### src/rtl/adpll_pkg.sv
// Shared ADPLL types and helpers: phase-detector FSM states, default error width,
// error saturation bound and a magnitude/saturation helper also used by the loop filter and DCO.
package adpll_pkg;

  typedef enum logic [1:0] {
    IDLE     = 2'd0,
    REF_LEAD = 2'd1,
    FB_LEAD  = 2'd2
  } phase_state_e;

  localparam int ERROR_WIDTH_DEF = 5;

  // Largest positive value of a signed word; the most negative code is never used.
  function automatic int err_max(input int width);
    return (1 << (width - 1)) - 1;
  endfunction

  function automatic int sat_mag(input int value, input int limit);
    int mag;
    mag = (value < 0) ? -value : value;
    return (mag > limit) ? limit : mag;
  endfunction

endpackage

### src/rtl/phase_error_detector_edge_sync.sv
// Clock-input synchroniser followed by a one-flop edge history; flags a rising edge
// for one gen_clk cycle.
module edge_sync #(
  parameter int SYNC_STAGES = 2
) (
  input  logic i_clk,
  input  logic i_rst,
  input  logic i_async,
  output logic o_rise
);

  logic [SYNC_STAGES-1:0] r_sync;
  logic                   r_hist;

  always_ff @(posedge i_clk) begin
    if (i_rst) begin
      r_sync <= '0;
      r_hist <= 1'b0;
    end else begin
      r_sync <= {r_sync[SYNC_STAGES-2:0], i_async};
      r_hist <= r_sync[SYNC_STAGES-1];
    end
  end

  assign o_rise = r_sync[SYNC_STAGES-1] & ~r_hist;

endmodule

### src/rtl/phase_error_detector.sv
// Measures the gen_clk-cycle offset between reference and feedback rising edges and
// emits a signed saturated error plus a lock flag. Build option: PHASE_ERROR_HOLD_EN.
module phase_error_detector
  import adpll_pkg::*;
#(
  parameter int ERROR_WIDTH = ERROR_WIDTH_DEF,
  parameter int SYNC_STAGES = 2,
  parameter int LOCK_TOL    = 1,
  parameter int LOCK_CYCLES = 8
) (
  input  logic                          gen_clk_i,
  input  logic                          reset_i,
  input  logic                          ref_clk_i,
  input  logic                          fb_clk_i,
  output logic signed [ERROR_WIDTH-1:0] error_o,
  output logic                          error_valid_o,
  output logic                          lock_o
);

  localparam int MAX = err_max(ERROR_WIDTH);
  localparam int LW  = $clog2(LOCK_CYCLES + 1);

  localparam logic        [ERROR_WIDTH-1:0] CNT_MAX  = ERROR_WIDTH'(MAX);
  localparam logic        [ERROR_WIDTH-1:0] CNT_ONE  = ERROR_WIDTH'(1);
  localparam logic signed [ERROR_WIDTH-1:0] ERR_PMAX = ERROR_WIDTH'(MAX);
  localparam logic signed [ERROR_WIDTH-1:0] ERR_NMAX = ERROR_WIDTH'(-MAX);
  localparam logic        [LW-1:0]          LOCK_FULL = LW'(LOCK_CYCLES);

  function automatic logic [ERROR_WIDTH-1:0] cnt_inc_sat(input logic [ERROR_WIDTH-1:0] c);
    return (c >= CNT_MAX) ? CNT_MAX : c + CNT_ONE;
  endfunction

  function automatic logic in_tol(input logic signed [ERROR_WIDTH-1:0] e);
    return sat_mag(int'(e), MAX) <= LOCK_TOL;
  endfunction

  function automatic logic [LW-1:0] lock_inc_sat(input logic [LW-1:0] c);
    return (c >= LOCK_FULL) ? LOCK_FULL : c + LW'(1);
  endfunction

  logic w_ref_rise;
  logic w_fb_rise;

  edge_sync #(.SYNC_STAGES(SYNC_STAGES)) u_ref_sync (
    .i_clk   (gen_clk_i),
    .i_rst   (reset_i),
    .i_async (ref_clk_i),
    .o_rise  (w_ref_rise)
  );

  edge_sync #(.SYNC_STAGES(SYNC_STAGES)) u_fb_sync (
    .i_clk   (gen_clk_i),
    .i_rst   (reset_i),
    .i_async (fb_clk_i),
    .o_rise  (w_fb_rise)
  );

  // Stage p0: interval FSM and lead counter
  phase_state_e                   r_state_p0;
  phase_state_e                   w_state_nxt_p0;
  logic        [ERROR_WIDTH-1:0]  r_count_p0;
  logic        [ERROR_WIDTH-1:0]  w_count_nxt_p0;
  logic                           w_meas_p0;
  logic                           w_miss_p0;
  logic signed [ERROR_WIDTH-1:0]  w_err_p0;

  always_comb begin
    w_state_nxt_p0 = r_state_p0;
    w_count_nxt_p0 = r_count_p0;
    w_meas_p0      = 1'b0;
    w_miss_p0      = 1'b0;
    w_err_p0       = '0;
    unique case (r_state_p0)
      IDLE: begin
        if (w_ref_rise && w_fb_rise) begin
          w_meas_p0 = 1'b1;
        end else if (w_ref_rise) begin
          w_state_nxt_p0 = REF_LEAD;
          w_count_nxt_p0 = CNT_ONE;
        end else if (w_fb_rise) begin
          w_state_nxt_p0 = FB_LEAD;
          w_count_nxt_p0 = CNT_ONE;
        end
      end
      REF_LEAD: begin
        if (w_fb_rise) begin
          w_meas_p0 = 1'b1;
          w_err_p0  = $signed(r_count_p0);
          if (w_ref_rise) begin
            w_count_nxt_p0 = CNT_ONE;
          end else begin
            w_state_nxt_p0 = IDLE;
            w_count_nxt_p0 = '0;
          end
        end else if (w_ref_rise) begin
          // Second ref edge before any fb edge: the fb edge was missed.
          w_meas_p0      = 1'b1;
          w_miss_p0      = 1'b1;
          w_err_p0       = ERR_PMAX;
          w_count_nxt_p0 = CNT_ONE;
        end else begin
          w_count_nxt_p0 = cnt_inc_sat(r_count_p0);
        end
      end
      FB_LEAD: begin
        if (w_ref_rise) begin
          w_meas_p0 = 1'b1;
          w_err_p0  = -$signed(r_count_p0);
          if (w_fb_rise) begin
            w_count_nxt_p0 = CNT_ONE;
          end else begin
            w_state_nxt_p0 = IDLE;
            w_count_nxt_p0 = '0;
          end
        end else if (w_fb_rise) begin
          w_meas_p0      = 1'b1;
          w_miss_p0      = 1'b1;
          w_err_p0       = ERR_NMAX;
          w_count_nxt_p0 = CNT_ONE;
        end else begin
          w_count_nxt_p0 = cnt_inc_sat(r_count_p0);
        end
      end
      default: begin
        w_state_nxt_p0 = IDLE;
        w_count_nxt_p0 = '0;
      end
    endcase
  end

  always_ff @(posedge gen_clk_i) begin
    if (reset_i) begin
      r_state_p0 <= IDLE;
      r_count_p0 <= '0;
    end else begin
      r_state_p0 <= w_state_nxt_p0;
      r_count_p0 <= w_count_nxt_p0;
    end
  end

  // Stage p1: registered measurement
  logic signed [ERROR_WIDTH-1:0] r_err_p1;
  logic                          r_vld_p1;
  logic                          r_miss_p1;

  always_ff @(posedge gen_clk_i) begin
    if (reset_i) begin
      r_err_p1  <= '0;
      r_vld_p1  <= 1'b0;
      r_miss_p1 <= 1'b0;
    end else begin
      r_vld_p1  <= w_meas_p0;
      r_miss_p1 <= w_miss_p0;
`ifdef PHASE_ERROR_HOLD_EN
      if (w_meas_p0) begin
        r_err_p1 <= w_err_p0;
      end
`else
      r_err_p1 <= w_meas_p0 ? w_err_p0 : '0;
`endif
    end
  end

  // Stage p2: lock qualification from the published measurement
  logic [LW-1:0] r_lock_cnt_p2;

  always_ff @(posedge gen_clk_i) begin
    if (reset_i) begin
      r_lock_cnt_p2 <= '0;
    end else if (r_vld_p1) begin
      if (!r_miss_p1 && in_tol(r_err_p1)) begin
        r_lock_cnt_p2 <= lock_inc_sat(r_lock_cnt_p2);
      end else begin
        r_lock_cnt_p2 <= '0;
      end
    end
  end

  assign error_o       = r_err_p1;
  assign error_valid_o = r_vld_p1;
  assign lock_o        = (r_lock_cnt_p2 == LOCK_FULL);

endmodule

### config.mk
export PLATFORM = sky130hd
export DESIGN_NAME = phase_error_detector
export DESIGN_NICKNAME = d
export VERILOG_FILES = /design/src/rtl/adpll_pkg.sv /design/src/rtl/phase_error_detector_edge_sync.sv /design/src/rtl/phase_error_detector.sv
export SDC_FILE = /design/constraint.sdc
export NUM_CORES = 1
export LEC_CHECK = 0
export CORE_ASPECT_RATIO = 1.5
export CORE_MARGIN = 2
export CORE_UTILIZATION = 55
export CTS_BUF_LIST = sky130_fd_sc_hd__clkbuf_8
export CTS_CLUSTER_DIAMETER = 200
export DETAILED_ROUTE_END_ITERATION = 6
export PLACE_DENSITY = 0.76
export SETUP_SLACK_MARGIN = 0.02
export SYNTH_ARGS = -nofsm -noshare
export SYNTH_HDL_FRONTEND = slang
export SYNTH_SLANG_ARGS = --single-unit
### constraint.sdc
create_clock -name gen_clk_i -period 4.5 [get_ports gen_clk_i]
set_input_delay 0.45 -clock gen_clk_i [delete_from_list [all_inputs] [get_ports gen_clk_i]]
set_output_delay 0.45 -clock gen_clk_i [all_outputs]
set_load 0.005 [all_outputs]
# Word-level counts from Yosys, hierarchy flattened
# Index checks and enable logic that the tools add are counted.
# totals
ff_bits	24
wordCells	77
# op_classes
n_addsub	4
magnitude_cmp	5
n_eq_ne	9
muxes	37
bitwise	5
reduce_logical	7
# ops
operator	n
two-way mux 32 bit	2
two-way mux 5 bit	11
> comparator 32 x 5 -> 1 bit, second input constant	1
less-or-equal comparator 32 x 2 -> 1 bit, second input constant	1
negator 5 -> 32 bit	1
one-hot mux 5 bit (3 select lines)	1
two-way mux 2 bit	7
two-way mux 4 bit	3
inequality test 2 bit, second input constant	5
one-hot mux 5 bit (2 select lines)	1
two-way mux 1 bit	9
one-hot mux 2 bit (3 select lines)	1
AND reduction 6 bit	1
adder 5 x 1 -> 5 bit, second input constant	1
>= comparator 5 x 4 -> 1 bit, second input constant	1
< comparator 5 x 1 -> 1 bit, second input constant	1
negator 5 bit	1
adder 4 x 1 -> 4 bit, second input constant	1
equality test 4 bit, second input constant	1
>= comparator 4 bit, second input constant	1
inequality test 3 bit, second input constant	1
inverter 1 bit	3
one-hot mux 1 bit (3 select lines)	1
AND 1 bit	2
8 further kinds	9

# Longest topological paths before layout
# Gate-level depths: netlist of the first run.
# depth
depth_word	7
depth_mapped	7
depth_no_buf	7

# Hierarchy
# A second synthesis of the first run with hierarchy kept.
# unflattened
cells_unflattened	162
hier_area_um2	1340.0
# by_module_without_submodules
mod	n_inst	cells_each	area_per_inst_um2	seq_area_each_um2
phase_error_detector	1	148	1164.9	360.3
edge_sync	2	7	87.6	60.1

# Worst setup path before layout of the first run
# Ideal clock, no wire load.
# synth_timing
kind	reg2reg
startpoint	register r_count_p0[0]
endpoint	register r_count_p0[4]
setup_time_ns	0.068
arrival_time_ns	1.585
slack_ns	2.848
path_stages_with_launch	8
n_path_buf	0
cell_sequence	dfxtp_1 -> ha_1 -> and3_1 -> ha_1 -> nor2_1 -> nand2_1 -> or3b_1 -> a21oi_2
# synth_via
elab_chain_len	5
elab_cells_between_ends	8
# synth_lines
element	line	rtl
from (decl)	phase_error_detector.sv:61	logic [ERROR_WIDTH-1:0] r_count_p0;
from (signal assigned)	phase_error_detector.sv:137	r_count_p0 <= w_count_nxt_p0;
adder 5 x 1 -> 5 bit / >= comparator 5 x 4 -> 1 bit (equally long branches)	phase_error_detector.sv:30	return (c >= CNT_MAX) ? CNT_MAX : c + CNT_ONE;
two-way mux 5 bit (*)	phase_error_detector.sv:30	
two-way mux 5 bit, on equally long branches	phase_error_detector.sv:115, phase_error_detector.sv:95	
two-way mux 5 bit, on equally long branches	phase_error_detector.sv:106, phase_error_detector.sv:86	
one-hot mux 5 bit (3 select lines) (*)	phase_error_detector.sv:73	unique case (r_state_p0)
# Every way passes the cells marked *; elsewhere a longest branch is shown, timed or not.
# A chain may end at the register's enable or synchronous reset.

# Worst setup path after layout of the first run
# layout_timing
startpoint	register r_lock_cnt_p2[0]
endpoint	output port lock_o
# layout_via
elab_chain_len	1
# layout_lines
element	line	rtl
from (decl)	phase_error_detector.sv:165	logic [LW-1:0] r_lock_cnt_p2;
from (signal assigned)	phase_error_detector.sv:172	r_lock_cnt_p2 <= lock_inc_sat(r_lock_cnt_p2);
equality test 4 bit	phase_error_detector.sv:181	assign lock_o = (r_lock_cnt_p2 == LOCK_FULL);
to (decl)	phase_error_detector.sv:17	output logic lock_o
# Every way passes these cells.

==> results of run 1 <==
## critical path: cells and delay by family (launching register included)
kind                     cells  cell delay (ns)
buffers and inverters        2             0.52
flip-flops                   1             0.36
adder cells (fa/ha/maj)      1             0.19
AND/OR/NAND/NOR              1             0.15
## worst paths after layout
check,depth (start not counted),startpoint,endpoint,slack (ns)
max,4,r_lock_cnt_p2[0],lock_o,2.57
min,1,u_fb_sync.r_sync[0],u_fb_sync.r_sync[1],0.46
max reg2reg,7,r_count_p0[0],r_count_p0[4],2.65
min reg2reg,1,u_fb_sync.r_sync[0],u_fb_sync.r_sync[1],0.46
## report_power, final
group	internal, mW	switching (mW)
combinational	0.0228	0.0305
clock	0.0599	0.0632
sequential	0.218	0.00551
total	0.301	0.0992
## metal layers
metal / global-route usage / part of all wire
met3: 0.0220 / 0.023
met4: 0.125 / 0.022
met1: 0.198 / 0.38
met2: 0.399 / 0.57
met5: 0 / 0
## registers in the layout, summed over array words and instances, names as in the netlist
name,flops
error_valid_o,1
r_miss_p1,1
r_count_p0,5
error_o,5
u_fb_sync.r_hist,1
r_state_p0,2
u_ref_sync.r_sync,2
u_fb_sync.r_sync,2
u_ref_sync.r_hist,1
r_lock_cnt_p2,4
## metrics by stage
| stage | instances | instance area [µm²] |
|---|---|---|
| 2_1_floorplan | 160 | 1380 |
| 3_3_place_gp | 186 | 1470 |
| 3_5_place_dp | 186 | 1470 |
| 4_1_cts | 189 | 1510 |
| 5_1_grt | 189 | 1510 |
| 6_report | 189 | 1510 |
## cell type report
type,instances,area share
Timing Repair Buffer,10,0.0663
Multi-Input combinational cell,115,0.536
Sequential cell,24,0.318
Inverter,13,0.0323
Clock buffer,3,0.0273
Tap cell,24,0.0199
## cell usage in the layout (no fill, tap or decap), types with 2 or more instances in the layout
| cell | netlist | final |
|---|---|---|
| o21ai_0 | 8 | 8 |
| nor2b_1 | 8 | 8 |
| inv_1 | 13 | 13 |
| nand2_1 | 6 | 6 |
| ha_1 | 10 | 10 |
| clkdlybuf4s50_1 | 0 | 10 |
| nand3_1 | 5 | 5 |
| dfxtp_1 | 24 | 24 |
| and2_1 | 2 | 2 |
| nor3b_1 | 2 | 2 |
| nor3_1 | 6 | 6 |
| nand4_1 | 2 | 2 |
| clkbuf_8 | 0 | 3 |
| a41oi_1 | 2 | 2 |
| a2bb2oi_1 | 2 | 2 |
| nor2_1 | 15 | 15 |
| a21oi_1 | 14 | 14 |
| nand2b_1 | 4 | 4 |
## kinds of logic after synthesis
family | after synthesis | synth area share
mux | 1 | 0.00816
simple gates | 62 | 0.264
flops | 24 | 0.348
xor+xnor | 2 | 0.0181
compound gates | 40 | 0.206
fa+ha+maj | 10 | 0.0907
buf+inv | 21 | 0.0653
==> flow_summary.json, run 1 <==
{
  "initial_utilization": 0.570,
  "yosysMostFrequentCell": "dfxtp_1",
  "final_layout_size_suffix_gt1_frac": 0.0909,
  "cp-start-kind": "flop",
  "setup-violations-final": 0,
  "htreeDepth": 1,
  "drv_cap": 0,
  "fill_cells": 225,
  "die_w_um": 44.9,
  "clock_skew_ns": 0.00267,
  "post_cts_buffers": 0,
  "fin_util": 0.623,
  "viasPerCell": 6.07,
  "die-area_um2": 2930,
  "ctsResizeCount": 0,
  "layout_setup_ws_ns": 2.57,
  "hold_path.class": "reg2reg",
  "clkLatencyLatePin_ns": 0.27,
  "crit_type": "reg2out",
  "timing.setup.tns_ns": 0,
  "numCtsBuffers": 3,
  "cts_tree": "yes",
  "antenna_found_initial": 0,
  "synthDistinctLibCells": 48,
  "yosys_warnings": 0,
  "avgSynthCellArea_um2": 8.63,
  "cp_data_required_time_ns": 4.05,
  "worstMarginPinSlew_ns": 0.723,
  "drc": 0,
  "coreArea_um2": 2420,
  "total_power_uw": 400,
  "drtAntennaViolNets": 0,
  "die_y_um": 65.4,
  "crit_fanout": 3,
  "cts_sinks": 24,
  "whs_ns": 0.458,
  "finalHoldViolations": 0,
  "vias": 1148,
  "final_max_slew_viol_count": 0,
  "slowest_stage": "clkdlybuf4s50_1",
  "p_leak_nw": 0.535,
  "cts.path.max_buffers": 2,
  "clk_pin_slew_ns": 0.08,
  "areaGrowthSynthToFinish_pct": 9.43,
  "drt_iter0_drc": 46,
  "fmax_mhz": 518,
  "period_minus_slack_ns": 1.93,
  "postCtsHoldBufs": 0,
  "synth_enable_flop_cells": 0,
  "dp_hpwl_um": 2080,
  "grt_pass1_wl_um": 4630,
  "seqCellArea_um2": 480,
  "max_stage_delay_ns": 0.43,
  "drt_pre_antenna_iters": 4,
  "pre_cts_slack_ns": 2.34,
  "synth_top_area_frac": 0.348,
  "fp-row-count": 22,
  "worstPathArrival_ns": 1.48,
  "ir_worst_vdd_mv": 0.228,
  "powerDensity_nw_per_um2": 265,
  "ys_top_cells_by_area": "dfxtp_1 35%, ha_1 9.1%, a21oi_1 5.1%",
  "path_cells": "inv_1 > ha_1 > and3b_1 > clkdlybuf4s50_1",
  "synthArstFlopShare": 0,
  "crit_path_end_kind": "output pin",
  "grt-ovfl-total": 0,
  "diodes": 0,
  "grt_max_degree": 22,
  "finalCritPeriodShare": 0.429,
  "synth_fp_nets": 174,
  "final_nets": 181,
  "wl_per_cell_um": 14.2,
  "rsz0062_at_grt": "no",
  "numPortBuffers": 10,
  "ys_seq_area_frac": 0.348,
  "max_slew_margin": 0.516,
  "status": "complete, no violations",
  "grt_pass1_vias": 1161,
  "num_io_pins": 11,
  "gp_congestion": 0.869,
  "grt_usage": 0.208,
  "multi_input_area_um2": 810,
  "syn_area_um2": 1380,
  "synth_seq_cells": 24,
  "cts.root.buffer_cell": "clkbuf_8",
  "synthCells": 160,
  "routed_wl_um": 2690,
  "yosys-top-cells-count": "24 x dfxtp_1, 15 x nor2_1, 14 x a21oi_1, 13 x inv_1, 10 x ha_1",
  "yosysTopAreaCell": "dfxtp_1",
  "ys.flop_type": "dfxtp_1"
}
Power figures use the tool's default switching activity.
==> run 2, diff against run 1 <==
CORE_UTILIZATION = 54   (was 55)
PLACE_DENSITY = 0.78   (was 0.76)
clock period = 1.7 ns   (was 4.5 ns; I/O delays follow)
==> run 2 against run 1 <==
Critical path type unchanged. Worst hold slack got worse by 0.0076 ns. Sequential share of layout area shrank 2.8 points. Worst setup slack worse by 2.5 ns. Clock power increased to 3.1 times the previous value. Routed wire length grew 13%. Clock-buffer cell count up 1. Register-to-register slack got worse by 2.6 ns. Largest power group unchanged. Critical endpoint unchanged. Flip-flop and latch count stayed put. Sequential power increased to 2.6 times the previous value.
==> flow_summary.json, run 2 (synthesis gave the netlist of run 1 again) <==
{
  "clkLatencyLatePin_ns": 0.27,
  "period_minus_slack_ns": 1.63,
  "finalNonFillerCells": 202,
  "diodes": 0,
  "layout_setup_ws_ns": 0.0657,
  "drc": 0,
  "initial_utilization": 0.563,
  "grt_usage": 0.224,
  "grt_max_degree": 21,
  "hold_path.class": "in2reg",
  "final_nets": 193,
  "max_slew_margin": 0.761,
  "wl_per_cell_um": 15.1,
  "timing.setup.tns_ns": 0,
  "grt_pass1_vias": 1200,
  "numPortBuffers": 10,
  "final_max_slew_viol_count": 0,
  "routed_wl_um": 3050,
  "pre_cts_slack_ns": -0.0763,
  "finalHoldViolations": 0,
  "antenna_found_initial": 0,
  "areaGrowthSynthToFinish_pct": 21.3,
  "ir_worst_vdd_mv": 0.484,
  "cts_sinks": 24,
  "viasPerCell": 6.01,
  "place_inst": 196,
  "drt_iter0_drc": 76,
  "grt_pass1_wl_um": 4930,
  "die_w_um": 45.3,
  "drt_pre_antenna_iters": 4,
  "num_io_pins": 11,
  "layout_common_cells": "20 x dfxtp_1, 14 x a21oi_1, 14 x nor2_1",
  "vias": 1215,
  "htreeDepth": 1,
  "final_common_cell": "dfxtp_1",
  "total_power_mw": 1.14,
  "clk_pin_slew_ns": 0.08,
  "crit_type": "reg2out",
  "cts.path.max_buffers": 2,
  "worstMarginPinSlew_ns": 0.357,
  "fp-row-count": 22,
  "p_leak_nw": 0.606,
  "gp_congestion": 0.914,
  "final_layout_size_suffix_gt1_frac": 0.236,
  "drv_cap": 0,
  "clock_skew_ns": 0.00296,
  "fin_util": 0.683,
  "worstPathArrival_ns": 1.46,
  "fmax_mhz": 612,
  "rsz0062_at_grt": "no",
  "cts_tree": "yes",
  "crit_path_end_kind": "output pin",
  "grt-ovfl-total": 0,
  "finalCritPeriodShare": 0.961,
  "status": "complete, no violations",
  "drtAntennaViolNets": 0,
  "cts.root.buffer_cell": "clkbuf_8",
  "cp-start-kind": "flop",
  "die_y_um": 65.9,
  "coreArea_um2": 2450,
  "dp_hpwl_um": 2230,
  "powerDensity_nw_per_um2": 682,
  "cp_data_required_time_ns": 1.53,
  "die-area_um2": 2980,
  "numCtsBuffers": 3,
  "crit_fanout": 3,
  "setup-violations-final": 0
}
-- run 2: area by class of cell --
| class | count | area, µm² |
|---|---|---|
| multi-input combinational | 115 | 865 |
| timing repair buffer | 22 | 190 |
| tap | 24 | 30.0 |
| inverter | 13 | 48.8 |
| clock buffer | 4 | 55.1 |
| fill | 193 | 776 |
| sequential | 24 | 485 |
-- run 2: power breakdown --
group / internal, mW / switching [mW]
clock network: 0.207 / 0.178
registers: 0.577 / 0.0121
logic: 0.0748 / 0.0928
total: 0.859 / 0.283
-- run 2: stage by stage --
stage	hold WS (ns)	instance area (µm²)
2_1_floorplan	0.298	1380
3_3_place_gp	0.424	1540
3_5_place_dp	0.440	1540
4_1_cts	0.459	1620
5_1_grt	0.457	1670
6_report	0.450	1670
-- run 2: worst max-delay path, stage by stage, from the launching register on --
cell and delay [ns]:
dfxtp_2 0.34, inv_2 0.07, ha_1 0.14, and3b_1 0.16
clkdlybuf4s50_1 0.50
-- run 2: path summary, 6_finish.rpt --
| path | startpoint | to | cells past startpoint | slack (ns) |
|---|---|---|---|---|
| setup / recovery | r_lock_cnt_p2[0] | lock_o | 4 | 0.07 |
| hold / removal | fb_clk_i | u_fb_sync.r_sync[0] | 2 | 0.45 |
| setup reg to reg | r_count_p0[0] | r_count_p0[0] | 8 | 0.09 |
| hold reg to reg | u_fb_sync.r_sync[0] | u_fb_sync.r_sync[1] | 1 | 0.45 |
-- run 2: layer usage --
layer	vias to the layer above	track usage	share of wire
li1	597	-	-
met1	569	0.218	0.38
met2	42	0.439	0.57
met3	7	0.0191	0.037
met4	0	0.107	0.018
met5	-	0	0
-- run 2: what timing repair did --
item,CTS,global route
resized for setup,5,12
setup endpoints to repair,2,8
hold endpoints to repair,0,0
buffers inserted,2,0
pin swaps,3,4
hold buffers,0,0
==> run 3, diff against run 2 <==
CORE_MARGIN = unset   (was 2)
==> run 3 against run 2 <==
Worst setup slack improved by 0.0075 ns. Register-to-register slack got worse by 0.02 ns. Worst hold slack about the same. Sequential power about the same. Clock power about the same. Core utilization decreased by 1.6 points. Global-route usage increased by 1.2 points. Largest cell class unchanged. Critical endpoint is now r_count_p0[4]. Routed wire length decreased by 5.9%. Critical path depth increased by 3. Sequential share of layout area increased by 1.1 points.
==> flow_summary.json, run 3 (synthesis gave the netlist of run 1 again) <==
{
  "ir_worst_vdd_mv": 0.527,
  "grt_pass1_wl_um": 5000,
  "grt_usage": 0.236,
  "numPortBuffers": 10,
  "setup-violations-final": 0,
  "htreeDepth": 1,
  "final_common_cell": "dfxtp_1",
  "die_w_um": 43.3,
  "cts_tree": "yes",
  "cp_num_buf_inv": 0,
  "rsz0062_at_grt": "yes",
  "antenna_found_initial": 0,
  "worstPathArrival_ns": 1.84,
  "p_leak_nw": 0.588,
  "num_io_pins": 11,
  "cts.path.max_buffers": 2,
  "crit_fanout": 4,
  "clkLatencyLatePin_ns": 0.27,
  "final_max_slew_viol_count": 0,
  "viasPerCell": 6.10,
  "routed_wl_um": 2870,
  "grt_max_degree": 21,
  "initial_utilization": 0.570,
  "gp_congestion": 0.870,
  "fill_cells": 211,
  "status": "complete, no violations",
  "clock_skew_ns": 0.00258,
  "areaGrowthSynthToFinish_pct": 17.1,
  "max_stage_delay_ns": 0.36,
  "cts.root.buffer_cell": "clkbuf_8",
  "finalHoldViolations": 0,
  "grt-ovfl-total": 0,
  "cts_sinks": 24,
  "grt_pass1_vias": 1224,
  "layout_common_cells": "19 x dfxtp_1, 14 x a21oi_1, 14 x nor2_1",
  "powerDensity_nw_per_um2": 701,
  "drc": 0,
  "vias": 1213,
  "drt_pre_antenna_iters": 4,
  "dp_hpwl_um": 2250,
  "cp-start-kind": "flop",
  "slowest_stage": "or3b_1",
  "die-area_um2": 2770,
  "crit_path_end_kind": "flop",
  "cp_data_required_time_ns": 1.91,
  "worstMarginPinSlew_ns": 0.342,
  "drv_cap": 0,
  "die_y_um": 63.9,
  "finalCritPeriodShare": 0.957,
  "crit_type": "reg2reg",
  "wl_per_cell_um": 14.4,
  "clk_pin_slew_ns": 0.08,
  "place_inst": 194,
  "path_cells": "ha_2 > and3_1 > ha_1 > nor2_2 > nand2_2 > or3b_1 > a21oi_2",
  "final_nets": 190,
  "postCtsHoldBufs": 0,
  "fmax_mhz": 615,
  "timing.setup.tns_ns": 0,
  "hold_start": "u_ref_sync.r_sync[0]",
  "stdcell_area_um2": 1620,
  "crit_family": "simple AND/OR/NAND/NOR gates",
  "placed_area_um2": 1530,
  "timing.critical_path.from": "r_count_p0[0]",
  "coreArea_um2": 2420,
  "hold_path.class": "reg2reg",
  "seqCellArea_um2": 487,
  "diodes": 0,
  "period_minus_slack_ns": 1.63,
  "multi_input_area_um2": 828,
  "fp-row-count": 22,
  "drtAntennaViolNets": 0,
  "numCtsBuffers": 3,
  "finalNonFillerCells": 199,
  "max_slew_margin": 0.766,
  "reg2reg_from": "r_count_p0[0]",
  "fin_util": 0.667,
  "final_layout_size_suffix_gt1_frac": 0.194,
  "drt_iter0_drc": 26
}
## run 3: metrics by stage
step	setup WS (ns)	hold WS, ns	power [mW]
floorplan	0.0475	0.298	0.713
global placement	0.0641	0.418	0.753
detailed placement	-0.00606	0.442	0.760
CTS	0.0211	0.457	1.14
global route	-0.0135	0.451	1.18
finish	0.0732	0.450	1.13
## run 3: area by class of cell
class | count | share of cell area
Clock buffer | 4 | 0.0341
Sequential cell | 24 | 0.301
Tap cell | 24 | 0.0186
Multi-Input combinational cell | 115 | 0.512
Timing Repair Buffer | 19 | 0.104
Inverter | 13 | 0.0302
## run 3: timing repair
item,4_1_cts,5_1_grt
pin swaps,3,2
setup endpoints to repair,1,5
buffers inserted,1,0
cloned,0,0
resized for setup,1,9
## run 3: path summary, 6_finish.rpt
kind / endpoint / slack, ns / cells after the start
worst max-delay path: r_count_p0[4] / 0.07 / 7
worst min register to register: u_ref_sync.r_sync[1] / 0.45 / 1
worst max register to register: r_count_p0[4] / 0.07 / 7
worst min-delay path: u_ref_sync.r_sync[1] / 0.45 / 1
## run 3: power breakdown
| group | switching, mW | total [mW] | internal [mW] |
|---|---|---|---|
| clock | 0.175 | 0.382 | 0.207 |
| combinational | 0.0906 | 0.163 | 0.0722 |
| sequential | 0.0110 | 0.589 | 0.578 |
| total | 0.276 | 1.13 | 0.857 |
## run 3: metal layers
| metal | share of wire | vias up | GRT usage |
|---|---|---|---|
| met5 | 0 | - | 0 |
| met4 | 0.040 | 0 | 0.136 |
| met3 | 0.030 | 12 | 0.0254 |
| met2 | 0.57 | 32 | 0.450 |
| met1 | 0.36 | 576 | 0.230 |
| li1 | - | 593 | - |
